--- config.mk ---
export PLATFORM = sky130hd
export DESIGN_NAME = framebuffer_reader
export DESIGN_NICKNAME = d
export VERILOG_FILES = /design/src/rtl/framebuffer_reader.sv
export SDC_FILE = /design/constraint.sdc
export NUM_CORES = 1
export LEC_CHECK = 0
export ABC_AREA = 1
export CAP_MARGIN = 15
export CORE_ASPECT_RATIO = 0.75
export CORE_MARGIN = 2
export CORE_UTILIZATION = 55
export DETAILED_ROUTE_END_ITERATION = 12
export GPL_TIMING_DRIVEN = 0
export MAX_ROUTING_LAYER = met4
export PLACE_DENSITY = 0.84
export SKIP_LAST_GASP = 1
export SLEW_MARGIN = 20
export SYNTH_ARGS = -nofsm -noshare
export SYNTH_HDL_FRONTEND = slang
export SYNTH_SLANG_ARGS = --single-unit
export TNS_END_PERCENT = 100
--- constraint.sdc ---
create_clock -name aclk -period 15.2 [get_ports aclk]
set_input_delay 4.56 -clock aclk [delete_from_list [all_inputs] [get_ports aclk]]
set_output_delay 4.56 -clock aclk [all_outputs]
set_load 0.005 [all_outputs]
--- src/rtl/framebuffer_reader.sv ---
// -----------------------------------------------------------------------------
// framebuffer_reader
//
// Purpose: accepts a read command (byte offset from confAddr plus a pixel
// count), fetches that framebuffer region over an AXI4 read master using INCR
// bursts (one burst outstanding, bursts never cross a 4 KiB boundary), and
// unpacks each STREAM_WIDTH beat into PIXEL_WIDTH pixels, lowest pixel first,
// with tlast on the final pixel of the command.
//
// Ports:
//   aclk, reset            clock, asynchronous active-high reset
//   confAddr               framebuffer base byte address
//   s_cmd_*                command stream (taddr = byte offset, tcount = pixels)
//   m_pixel_*              pixel output stream
//   m_mem_axi_ar* / r*     AXI4 read address / read data channels
//   busy                   command in progress (acceptance .. last pixel)
//   error                  sticky non-OKAY rresp flag, cleared on next command
// -----------------------------------------------------------------------------
module framebuffer_reader #(
    parameter int STREAM_WIDTH  = 32,
    parameter int ADDR_WIDTH    = 32,
    parameter int ID_WIDTH      = 8,
    parameter int PIXEL_WIDTH   = 16,
    parameter int COUNT_WIDTH   = 22,
    parameter int MAX_BURST_LEN = 16
) (
    input  logic                    aclk,
    input  logic                    reset,
    input  logic [ADDR_WIDTH-1:0]   confAddr,
    input  logic                    s_cmd_tvalid,
    output logic                    s_cmd_tready,
    input  logic [ADDR_WIDTH-1:0]   s_cmd_taddr,
    input  logic [COUNT_WIDTH-1:0]  s_cmd_tcount,
    output logic                    m_pixel_tvalid,
    input  logic                    m_pixel_tready,
    output logic [PIXEL_WIDTH-1:0]  m_pixel_tdata,
    output logic                    m_pixel_tlast,
    output logic [ID_WIDTH-1:0]     m_mem_axi_arid,
    output logic [ADDR_WIDTH-1:0]   m_mem_axi_araddr,
    output logic [7:0]              m_mem_axi_arlen,
    output logic [2:0]              m_mem_axi_arsize,
    output logic [1:0]              m_mem_axi_arburst,
    output logic                    m_mem_axi_arlock,
    output logic [3:0]              m_mem_axi_arcache,
    output logic [2:0]              m_mem_axi_arprot,
    output logic                    m_mem_axi_arvalid,
    input  logic                    m_mem_axi_arready,
    input  logic [ID_WIDTH-1:0]     m_mem_axi_rid,
    input  logic [STREAM_WIDTH-1:0] m_mem_axi_rdata,
    input  logic [1:0]              m_mem_axi_rresp,
    input  logic                    m_mem_axi_rlast,
    input  logic                    m_mem_axi_rvalid,
    output logic                    m_mem_axi_rready,
    output logic                    busy,
    output logic                    error
);
    localparam int PPB    = STREAM_WIDTH / PIXEL_WIDTH;
    localparam int BYTES  = STREAM_WIDTH / 8;
    localparam int BSHIFT = $clog2(BYTES);
    localparam int PSHIFT = $clog2(PPB);
    localparam int IDXW   = (PPB > 1) ? PSHIFT : 1;
    localparam logic [ADDR_WIDTH-1:0] ALIGN_MASK = ~ADDR_WIDTH'(BYTES - 1);

    typedef enum logic [1:0] {S_IDLE, S_ADDR, S_DATA, S_DRAIN} state_t;

    state_t                   state_q, state_d;
    logic [ADDR_WIDTH-1:0]    addr_q, addr_d;
    logic [COUNT_WIDTH-1:0]   beats_left_q, beats_left_d;
    logic [COUNT_WIDTH-1:0]   pix_left_q, pix_left_d;
    logic [STREAM_WIDTH-1:0]  buf_q, buf_d;
    logic                     buf_valid_q, buf_valid_d;
    logic [IDXW-1:0]          pix_idx_q, pix_idx_d;
    logic                     error_q, error_d;

    // ceil(count / PPB), computed one bit wider so the rounding add cannot wrap
    logic [COUNT_WIDTH:0]     cnt_round;
    logic [COUNT_WIDTH-1:0]   beats_cmd;
    assign cnt_round = {1'b0, s_cmd_tcount} + (COUNT_WIDTH + 1)'(PPB - 1);
    assign beats_cmd = COUNT_WIDTH'(cnt_round >> PSHIFT);

    // Beats that fit before the next 4 KiB page; addr_q is always beat aligned
    logic [12:0] to4k_bytes, to4k_beats;
    logic [31:0] burst32;
    assign to4k_bytes = 13'h1000 - {1'b0, addr_q[11:0]};
    assign to4k_beats = to4k_bytes >> BSHIFT;

    always_comb begin
        burst32 = 32'(beats_left_q);
        if (32'(MAX_BURST_LEN) < burst32) burst32 = 32'(MAX_BURST_LEN);
        if ({19'd0, to4k_beats} < burst32) burst32 = {19'd0, to4k_beats};
    end

    // Unpacker: pixel lanes of the held beat, padded to a power-of-two table
    logic [PIXEL_WIDTH-1:0] pix_lane [0:(1 << IDXW)-1];
    genvar gi;
    generate
        for (gi = 0; gi < (1 << IDXW); gi++) begin : g_lane
            if (gi < PPB) begin : g_used
                assign pix_lane[gi] = buf_q[gi*PIXEL_WIDTH +: PIXEL_WIDTH];
            end else begin : g_pad
                assign pix_lane[gi] = '0;
            end
        end
    endgenerate

    logic pix_fire, last_in_beat, r_fire;
    assign m_pixel_tvalid = buf_valid_q;
    assign m_pixel_tdata  = pix_lane[pix_idx_q];
    assign m_pixel_tlast  = buf_valid_q && (pix_left_q == COUNT_WIDTH'(1));
    assign pix_fire       = buf_valid_q && m_pixel_tready;
    assign last_in_beat   = (pix_idx_q == IDXW'(PPB - 1));
    // A new beat may land in the same cycle the last pixel of the old one leaves
    assign m_mem_axi_rready = (state_q == S_DATA) &&
                              (!buf_valid_q || (pix_fire && last_in_beat));
    assign r_fire = m_mem_axi_rvalid && m_mem_axi_rready;

    assign s_cmd_tready      = (state_q == S_IDLE);
    assign busy              = (state_q != S_IDLE);
    assign error             = error_q;
    assign m_mem_axi_arvalid = (state_q == S_ADDR);
    assign m_mem_axi_araddr  = addr_q;
    assign m_mem_axi_arlen   = (state_q == S_ADDR) ? (burst32[7:0] - 8'd1) : 8'd0;
    assign m_mem_axi_arsize  = 3'(BSHIFT);
    assign m_mem_axi_arburst = 2'b01;
    assign m_mem_axi_arid    = '0;
    assign m_mem_axi_arlock  = 1'b0;
    assign m_mem_axi_arcache = 4'd0;
    assign m_mem_axi_arprot  = 3'd0;

    always_comb begin
        state_d      = state_q;
        addr_d       = addr_q;
        beats_left_d = beats_left_q;
        pix_left_d   = pix_left_q;
        buf_d        = buf_q;
        buf_valid_d  = buf_valid_q;
        pix_idx_d    = pix_idx_q;
        error_d      = error_q;

        case (state_q)
            S_IDLE: begin
                if (s_cmd_tvalid) begin
                    error_d      = 1'b0;
                    addr_d       = confAddr + (s_cmd_taddr & ALIGN_MASK);
                    beats_left_d = beats_cmd;
                    pix_left_d   = s_cmd_tcount;
                    if (s_cmd_tcount != '0) state_d = S_ADDR;
                end
            end
            S_ADDR: begin
                if (m_mem_axi_arready) begin
                    addr_d       = addr_q + ADDR_WIDTH'(burst32 << BSHIFT);
                    beats_left_d = beats_left_q - COUNT_WIDTH'(burst32);
                    state_d      = S_DATA;
                end
            end
            S_DATA: begin
                if (r_fire && m_mem_axi_rlast)
                    state_d = (beats_left_q != '0) ? S_ADDR : S_DRAIN;
            end
            S_DRAIN: begin
                if (pix_fire && m_pixel_tlast) state_d = S_IDLE;
            end
            default: state_d = S_IDLE;
        endcase

        // Pixel consumption; tlast drops any unused trailing pixels of the beat
        if (pix_fire) begin
            pix_left_d = pix_left_q - COUNT_WIDTH'(1);
            if (m_pixel_tlast || last_in_beat) buf_valid_d = 1'b0;
            else                               pix_idx_d   = pix_idx_q + IDXW'(1);
        end
        if (r_fire) begin
            buf_d       = m_mem_axi_rdata;
            buf_valid_d = 1'b1;
            pix_idx_d   = '0;
            if (m_mem_axi_rresp != 2'b00) error_d = 1'b1;
        end
    end

    always_ff @(posedge aclk or posedge reset) begin
        if (reset) begin
            state_q      <= S_IDLE;
            addr_q       <= '0;
            beats_left_q <= '0;
            pix_left_q   <= '0;
            buf_q        <= '0;
            buf_valid_q  <= 1'b0;
            pix_idx_q    <= '0;
            error_q      <= 1'b0;
        end else begin
            state_q      <= state_d;
            addr_q       <= addr_d;
            beats_left_q <= beats_left_d;
            pix_left_q   <= pix_left_d;
            buf_q        <= buf_d;
            buf_valid_q  <= buf_valid_d;
            pix_idx_q    <= pix_idx_d;
            error_q      <= error_d;
        end
    end

    // rid carries no information for a single-outstanding master
    logic unused_sig;
    assign unused_sig = ^{m_mem_axi_rid, burst32[31:8]};

endmodule

==> flow_metrics.py, run 1 <==
metrics = {
    "outcome": {
        "status": "finished, final reports clean",
    },
    "timing": {
        "rsz0062_at_grt": "no",
        "clock.fmax_mhz": 95.9,
        "hold_slack_ns": 0.483,
        "slew_viol_final": 0,
        "timing.final.ws_setup_ns": 4.77,
        "hold_viol": 0,
        "tightest_slew_ns": 1.03,
        "fin_crit_sh_pct": 68.6,
        "fin_worst_skew_ns": 0.0127,
        "slew_headroom_pct": 29.2,
        "finalSetupViolCount": 0,
        "finalSetupTns_ns": 0,
        "period_needed_ns": 10.43,
    },
    "global_route": {
        "grt_antenna_before_repair": 0,
        "gr-total-overflow": 0,
        "grt_max_degree": 75,
        "grt_usage_pct": 40.7,
        "grt_pass1_wl_um": 67200,
        "grt_pass1_vias": 12682,
    },
    "logic_synthesis": {
        "syn_area_mm2": 0.0116,
        "ys_ff_latch": 113,
        "ys_seq_area_share_pct": 24.4,
        "avgSynthCellArea_um2": 6.34,
        "ys.flop_type": "dfrtp_1",
        "synth_edf_count": 0,
        "yosys_warnings": 0,
        "synth_cell_type_count": 66,
        "synthCells": 1825,
        "async_flop_share_pct": 100,
    },
    "clock_network": {
        "ctsHoldBuffers": 0,
        "clkSlewWorstSetupHoldPaths_ns": 0.06,
        "clockRootBuffer": "clkbuf_16",
        "htree_levels": 4,
        "cts_sinks": 113,
        "cts_post_setup_buffers_inserted": 0,
        "ctsResizeCount": 0,
        "cts_tree": "yes",
        "cts_buffer_depth": 2,
        "clkLatencyLatePin_ns": 0.44,
        "cts_buffers": 17,
    },
    "drt": {
        "wl_per_cell_um": 18.2,
        "viasPerCell": 5.76,
        "vias": 13673,
        "drtAntennaViolNets": 0,
        "dr.pass1.iters": 11,
        "routed_wl_um": 43200,
        "drcViolationCount": 0,
        "drt_iter0_drc": 1717,
    },
    "place": {
        "place_inst": 2341,
        "finalWeightedCongestion": 1.04,
        "dp_slack_ns": 4.83,
        "port-buffer-count": 187,
        "hpwl_um": 34600,
    },
    "setup_path": {
        "crit_required_ns": 10.64,
        "cp.arrival_ns": 5.87,
        "critPathKind": "input port to primary output",
        "start_kind": "input port",
        "critPathMaxFanout": 2,
        "end_kind": "primary output",
    },
    "layout": {
        "fin_nets": 2293,
        "area_delta_synth_final_pct": 26.6,
        "antenna_cells": 0,
        "final_util_pct": 71.6,
        "fin_cells": 2373,
        "drive_above_1_share_pct": 6.93,
    },
    "floorplan": {
        "io_pins": 219,
        "core_area_mm2": 0.0204,
        "die_h_um": 130,
        "initial_core_util_pct": 56.6,
        "dieArea_mm2": 0.0222,
        "num_rows": 45,
        "die_w_um": 171,
    },
    "pwr": {
        "leakagePower_uw": 0.00740,
        "p_per_area_mw_per_mm2": 65.1,
        "irDropWorstVdd_uv": 78.5,
    },
    "hold_path": {
        "hp-class": "flop to flop",
    },
    "run": {
        "max_cap_violations": 0,
    },
}
-- critical path: stages --
cell and delay [ns]:
clkdlybuf4s50_1 0.47, a21boi_0 0.09, inv_1 0.09, nand2_1 0.05
inv_1 0.10, clkdlybuf4s50_1 0.51
-- cell usage after synthesis (4+ instances only) --
library cell  number  share of area, %
a21boi_0           5              0.32
a21o_1             5              0.32
a21oi_1          141               6.1
a31oi_1           28               1.5
buf_2              6              0.26
buf_4             22               1.4
clkbuf_1          28              0.91
dfrtp_1          113                24
ha_1              78               8.4
inv_1            224               7.3
inv_2              7              0.23
nand2_1          502                16
nand2_2           26               1.4
nand2_4            7              0.68
nand3_1          104               4.5
nand3_2           14               1.2
nand3b_1           5              0.32
nand4_1           25               1.4
nor2_1           192               6.2
nor2_2             6              0.32
nor2_4             7              0.68
nor3_1            36               1.6
nor4_1             6              0.32
o211ai_1           8              0.52
o21a_1            10              0.65
o21ai_0          117               5.1
o21ai_1            5              0.22
o21bai_1           5              0.32
o22ai_1            4              0.22
xnor2_1           13              0.98
xor2_1            27               2.0
-- area by class of cell --
type	count	area, µm²
Inverter	234	883
Timing Repair Buffer	188	1900
Sequential cell	113	2830
Tap cell	282	353
Multi-Input combinational cell	1463	7690
Clock inverter	15	220
Fill cell	1767	5800
Buffer	61	343
Clock buffer	17	425
-- registers in the layout, indices dropped and copies added (netlist names) --
register / count
m_pixel_tvalid: 1
state_q: 2
m_mem_axi_araddr: 32
last_in_beat: 1
error: 1
beats_left_q: 22
pix_left_q: 22
buf_q: 32
-- power by group --
| group | internal (µW) | leakage, µW | switching [µW] | total [µW] |
|---|---|---|---|---|
| clock | 280 | 0.000313 | 178 | 458 |
| combinational | 80.2 | 0.00563 | 114 | 195 |
| sequential | 301 | 0.00145 | 0 | 301 |
-- logic make-up after synthesis --
group / Yosys count / share of synthesized area [%]
adder cells (fa/ha/maj): 80 / 8.78
AO/OA/AOI/OAI: 351 / 17.0
other: 2 / 0.0649
flip-flops: 113 / 24.4
AND/OR/NAND/NOR: 944 / 36.1
buffers and inverters: 295 / 10.6
XOR/XNOR: 40 / 3.03
-- layer usage --
metal	part of all wire [%]	vias to the layer above	global-route usage [%]	routed length, µm
li1	-	6445	-	-
met4	3.3	0	13.9	1440
met2	42	871	59.0	17900
met5	0	-	-	0
met3	13	114	11.1	5420
met1	42	6243	54.7	18300
-- stage by stage --
step	total power (µW)	area (µm²)
after floorplan	422	11700
after global placement	489	14000
after detailed placement	494	14000
after CTS	945	14600
after global routing	984	14600
final	953	14600
-- worst paths after layout --
check                                     from              endpoint  slack, ns  depth (start not counted)
min in group asynchronous                reset              buf_q[6]       4.50                          2
max in group asynchronous                reset  m_mem_axi_araddr[28]       9.97                          3
max reg2reg                m_mem_axi_araddr[1]  m_mem_axi_araddr[24]       9.61                         32
min                                  buf_q[17]             buf_q[17]       0.48                          2
min reg2reg                          buf_q[17]             buf_q[17]       0.48                          2
max                             m_pixel_tready      m_mem_axi_rready       4.77                          6
-- cell usage in the layout, fill, tap and decap left out, types with 6 or more instances in the layout --
master	count
clkbuf_16	17
o21a_1	10
nor2_2	6
buf_4	22
nand2_2	26
inv_2	7
clkdlybuf4s50_1	187
o21ai_0	117
clkbuf_1	28
nor2_1	192
inv_1	223
xnor2_1	13
nand2_4	7
buf_2	6
nand4_1	25
a31oi_1	28
a21oi_1	141
o211ai_1	8
conb_1	48
dfrtp_1	113
nand2_1	502
nor3_1	36
nand3_1	104
xor2_1	27
nor4_1	6
inv_6	6
nand3_2	14
nor2_4	7
ha_1	78
(Power assumes the default switching activity.)
==> run 2, diff against run 1 <==
--- a/config.mk
+++ b/config.mk
@@ -9,11 +9,11 @@
 export CAP_MARGIN = 15
 export CORE_ASPECT_RATIO = 0.75
 export CORE_MARGIN = 2
-export CORE_UTILIZATION = 55
+export CORE_UTILIZATION = 49
 export DETAILED_ROUTE_END_ITERATION = 12
 export GPL_TIMING_DRIVEN = 0
 export MAX_ROUTING_LAYER = met4
-export PLACE_DENSITY = 0.84
+export PLACE_DENSITY = 0.79
 export SKIP_LAST_GASP = 1
 export SLEW_MARGIN = 20
 export SYNTH_ARGS = -nofsm -noshare
==> constraint.sdc (replaced) <==
create_clock -name aclk -period 9.4 [get_ports aclk]
set_input_delay 2.82 -clock aclk [delete_from_list [all_inputs] [get_ports aclk]]
set_output_delay 2.82 -clock aclk [all_outputs]
set_load 0.005 [all_outputs]
==> run 2 against run 1 <==
  * Count of clock-buffer cells in the layout increased by 1
  * Total power increased by 56%
  * Register-to-register slack got worse by 5.7 ns
  * Non-clock buffer count is 1 higher
  * Global-route usage down 6.0 points
  * Combinational power increased by 61%
  * Utilization down 8.3 points
  * Largest power group unchanged
  * Highest routed layer unchanged
==> flow_metrics.py, run 2 (synthesized netlist as in run 1, its figures left out) <==
metrics = {
    "outcome": {
        "status": "finished, final reports clean",
    },
    "setup_path": {
        "rr_worst_depth": 33,
        "cp.arrival_ns": 5.13,
        "end_kind": "primary output",
        "r2r_setup_slack_ns": 3.94,
        "critPathKind": "flop to primary output",
        "regToRegEndpoint": "m_mem_axi_araddr[24]",
        "crit_required_ns": 6.58,
        "crit_top_cell": "nor2_1",
        "timing.rr.start": "m_mem_axi_araddr[0]",
        "critPathMaxFanout": 10,
        "slowest_delay_ns": 0.51,
        "slowest_stage": "clkdlybuf4s50_1",
        "start_kind": "flop",
    },
    "timing": {
        "slew_headroom_pct": 33.4,
        "hold_viol": 0,
        "tightest_slew_ns": 0.999,
        "period_needed_ns": 7.95,
        "fin_crit_sh_pct": 84.5,
        "slew_viol_final": 0,
        "fin_worst_skew_ns": 0.0116,
        "finalSetupTns_ns": 0,
        "finalSetupViolCount": 0,
        "hold_slack_ns": 0.481,
        "rsz0062_at_grt": "no",
        "clock.fmax_mhz": 126,
    },
    "drt": {
        "drtAntennaViolNets": 0,
        "routed_wl_um": 41500,
        "vias": 13286,
        "wl_per_cell_um": 17.3,
        "drcViolationCount": 0,
        "drt_iter0_drc": 1636,
        "viasPerCell": 5.55,
        "dr.pass1.iters": 7,
    },
    "floorplan": {
        "die_h_um": 137,
        "die_w_um": 181,
        "dieArea_mm2": 0.0249,
        "core_area_mm2": 0.0231,
        "io_pins": 219,
        "num_rows": 48,
        "initial_core_util_pct": 50.0,
    },
    "layout": {
        "area_delta_synth_final_pct": 26.6,
        "final_cell_area_mm2": 0.0146,
        "final_util_pct": 63.3,
        "final_cell_mix": "nand2_1, inv_1, nor2_1",
        "drive_above_1_share_pct": 6.93,
        "fin_nets": 2294,
        "antenna_cells": 0,
        "mostFrequentLayoutCell": "nand2_1",
    },
    "hold_path": {
        "hold_end": "buf_q[9]",
        "min_from": "buf_q[9]",
        "hp-class": "flop to flop",
        "min_path_cells": 2,
    },
    "clock_network": {
        "cts_sinks": 113,
        "cts_tree": "yes",
        "clockRootBuffer": "clkbuf_16",
        "ctsHoldBuffers": 0,
        "ctsResizeCount": 0,
        "cts_post_setup_buffers_inserted": 0,
        "htree_levels": 4,
        "clkSlewWorstSetupHoldPaths_ns": 0.06,
        "clkLatencyLatePin_ns": 0.45,
        "cts_buffers": 17,
        "cts_buffer_depth": 2,
    },
    "place": {
        "hpwl_um": 33100,
        "port-buffer-count": 187,
        "finalWeightedCongestion": 1.03,
        "place_area_mm2": 0.0140,
    },
    "pwr": {
        "finalPower_uw": 1490,
        "irDropWorstVdd_uv": 133,
        "p_per_area_mw_per_mm2": 102,
        "leakagePower_uw": 0.00739,
    },
    "global_route": {
        "grt_pass1_wl_um": 64700,
        "grt_pass1_vias": 12117,
        "grt_max_degree": 71,
        "grt_usage_pct": 34.7,
        "gr-total-overflow": 0,
        "grt_antenna_before_repair": 0,
    },
    "run": {
        "max_cap_violations": 0,
    },
}
## run 2: cell types whose count changed in the layout (fill, tap and decap cells not counted)
cell / before / now
buf_16: 1 / 2
bufinv_16: 4 / 2
clkbuf_1: 28 / 29
inv_8: 2 / 3
## run 2: worst max path at each step
stage,start,depth (start not counted),end
final,m_mem_axi_araddr[0],32,m_mem_axi_arlen[7]
after global placement,reset,2,m_mem_axi_araddr[4]
after floorplan,m_mem_axi_araddr[0],31,m_mem_axi_arlen[7]
after detailed placement,m_mem_axi_araddr[0],32,m_mem_axi_arlen[7]
after global routing,m_mem_axi_araddr[0],32,m_mem_axi_arlen[7]
after CTS,m_mem_axi_araddr[0],32,m_mem_axi_arlen[7]
## run 2: layout make-up
cell class	instances	area, µm²
fillers	2101	8470
multi-input cells	1463	7690
flip-flops and latches	113	2830
repair buffers	189	1930
inverters	234	883
clock buffers	18	429
well taps	300	375
plain buffers	61	343
clock inverters	14	171
## run 2: metrics by stage
| stage | setup WS, ns | instances |
|---|---|---|
| global route | 0.887 | 2392 |
| global placement | 1.51 | 2358 |
| CTS | 1.50 | 2392 |
| finish | 1.45 | 2392 |
| floorplan | 3.09 | 1871 |
| detailed placement | 1.98 | 2360 |
## run 2: worst max-delay path, delay by kind of cell (launching register included)
kind,cells,cell delay [ns]
AND/OR/NAND/NOR,17,2.15
buffers and inverters,8,1.07
AO/OA/AOI/OAI,6,0.88
flip-flops,1,0.40
adder cells (fa/ha/maj),1,0.18
## run 2: power breakdown
| group | internal, µW | switching, µW |
|---|---|---|
| registers | 486 | 0 |
| logic | 130 | 184 |
| clock network | 401 | 290 |
## run 2: routing by layer
layer  vias up  global-route usage, %  wire length, µm
met2       740                   48.0            16400
met5         -                      -                0
met4         0                   7.09              565
met1      6056                   50.6            19800
met3        42                   8.81             4750
li1       6448                      -                -
==> run 3, diff against run 2 <==
==> constraint.sdc (replaced) <==
create_clock -name aclk -period 7.2 [get_ports aclk]
set_input_delay 2.16 -clock aclk [delete_from_list [all_inputs] [get_ports aclk]]
set_output_delay 2.16 -clock aclk [all_outputs]
set_load 0.005 [all_outputs]
==> run 3 against run 2 <==
  * Utilization grew 0.38 points
  * Combinational power up 32%
  * Clock skew hardly changed
  * Total power is 31% higher
  * Via count up 0.68%
  * Sequential power increased by 31%
  * Sequential share of layout area is 0.11 points lower
  * Non-clock buffer count is 4 higher
  * Clock power up 31%
  * Register-to-register slack got worse by 2.0 ns
  * Count of clock-buffer cells in the layout did not move
  * Critical path type unchanged
  * Critical endpoint is now m_mem_axi_arlen[3]
==> flow_metrics.py, run 3 (synthesized netlist as in run 1, its figures left out) <==
metrics = {
    "setup_path": {
        "end_kind": "primary output",
        "crit_required_ns": 5.04,
        "start_kind": "flop",
        "critical_path.top_delay_family": "simple AND/OR/NAND/NOR gates",
        "cp.arrival_ns": 4.63,
        "critPathMaxFanout": 10,
        "slowest_delay_ns": 0.51,
        "critPathBufInv": 8,
        "slowest_stage": "clkdlybuf4s50_1",
        "critPathKind": "flop to primary output",
    },
    "timing": {
        "period_needed_ns": 6.79,
        "hold_slack_ns": 0.481,
        "slew_headroom_pct": 31.9,
        "fin_worst_skew_ns": 0.0121,
        "finalSetupViolCount": 0,
        "fin_crit_sh_pct": 94.3,
        "hold_viol": 0,
        "slew_viol_final": 0,
        "clock.fmax_mhz": 147,
        "timing.final.ws_setup_ns": 0.413,
        "tightest_slew_ns": 1.02,
    },
    "clock_network": {
        "cts_sinks": 113,
        "clockRootBuffer": "clkbuf_16",
        "cts_buffer_depth": 2,
        "clkSlewWorstSetupHoldPaths_ns": 0.06,
        "clkLatencyLatePin_ns": 0.45,
        "cts_buffers": 17,
        "ctsHoldBuffers": 0,
        "cts_tree": "yes",
        "htree_levels": 4,
    },
    "global_route": {
        "grt_pass1_wl_um": 64700,
        "grt_max_degree": 71,
        "grt_usage_pct": 34.7,
        "grt_pass1_vias": 12120,
        "gr-total-overflow": 0,
        "grt_antenna_before_repair": 0,
    },
    "place": {
        "port-buffer-count": 187,
        "hpwl_um": 33100,
        "dp_slack_ns": 0.443,
        "finalWeightedCongestion": 1.03,
    },
    "layout": {
        "fill_cells": 2099,
        "register_area_mm2": 0.00283,
        "final_util_pct": 63.7,
        "mostFrequentLayoutCell": "nand2_1",
        "fin_nets": 2298,
        "antenna_cells": 0,
        "final_cell_mix": "nand2_1, inv_1, nor2_1",
        "area_delta_synth_final_pct": 27.4,
        "drive_above_1_share_pct": 7.49,
        "multi_input_area_mm2": 0.00774,
    },
    "pwr": {
        "p_per_area_mw_per_mm2": 132,
        "leakagePower_uw": 0.00747,
        "irDropWorstVdd_uv": 173,
    },
    "floorplan": {
        "io_pins": 219,
        "dieArea_mm2": 0.0249,
        "core_area_mm2": 0.0231,
        "die_h_um": 137,
        "num_rows": 48,
        "initial_core_util_pct": 50.0,
        "die_w_um": 181,
    },
    "drt": {
        "vias": 13377,
        "dr.max_layer_used": "met4",
        "routed_wl_um": 41600,
        "dr.pass1.iters": 9,
        "wl_per_cell_um": 17.4,
        "routed-wl-met3_um": 4970,
        "wl_met1_um": 19600,
        "drt_iter0_drc": 1599,
        "viasPerCell": 5.58,
        "wl_met2_um": 16400,
        "drtAntennaViolNets": 0,
        "drcViolationCount": 0,
    },
    "run": {
        "max_cap_violations": 0,
    },
    "hold_path": {
        "hp-class": "flop to flop",
    },
    "outcome": {
        "status": "finished, final reports clean",
    },
}
-- run 3: final timing paths --
path	slack [ns]	depth (start not counted)	start	to
max in group asynchronous	4.41	4	reset	m_mem_axi_araddr[1]
min in group asynchronous	2.19	3	reset	buf_q[22]
min	0.48	2	buf_q[9]	buf_q[9]
max reg2reg	1.96	33	m_mem_axi_araddr[1]	m_mem_axi_araddr[24]
max	0.41	28	m_mem_axi_araddr[1]	m_mem_axi_arlen[3]
min reg2reg	0.48	2	buf_q[9]	buf_q[9]
-- run 3: metrics by stage --
stage | power (µW) | cells | TNS [ns] | area, µm²
floorplan | 891 | 1871 | 0 | 11700
global placement | 1040 | 2358 | -2.04 | 14000
detailed placement | 1040 | 2360 | 0 | 14000
CTS | 1940 | 2392 | 0 | 14700
global route | 2020 | 2396 | -0.0212 | 14700
finish | 1950 | 2396 | 0 | 14700
-- run 3: worst register-to-register path: cells and delay by family (launching register included) --
family | cells | cell delay [ns]
buf+inv | 5 | 0.44
fa+ha+maj | 2 | 0.55
flops | 1 | 0.44
simple gates | 19 | 2.40
compound gates | 7 | 1.38
-- run 3: final cells by class --
class,count,area share (%)
Multi-Input combinational cell,1463,52.5
Clock buffer,18,2.91
Inverter,234,5.99
Clock inverter,14,1.16
Tap cell,300,2.55
Sequential cell,113,19.2
Buffer,61,2.33
Timing Repair Buffer,193,13.3
-- run 3: where the power goes --
| part | switching (µW) | total [µW] | internal (µW) |
|---|---|---|---|
| clock | 379 | 902 | 523 |
| sequential | 0 | 635 | 635 |
| combinational | 242 | 413 | 171 |
-- run 3: timing repair --
item                       in CTS  in global routing
resized for setup               1                 16
gates cloned                    0                  0
pin swaps                       0                  7
setup endpoints to repair       1                  6
setup buffers                   0                  4
-- run 3: per-layer routing --
metal  global-route usage, %  vias to the layer above
li1                        -                     6464
met1                    50.6                     6129
met3                    8.81                       48
met5                       -                        -
met2                    48.0                      736
met4                    7.09                        0
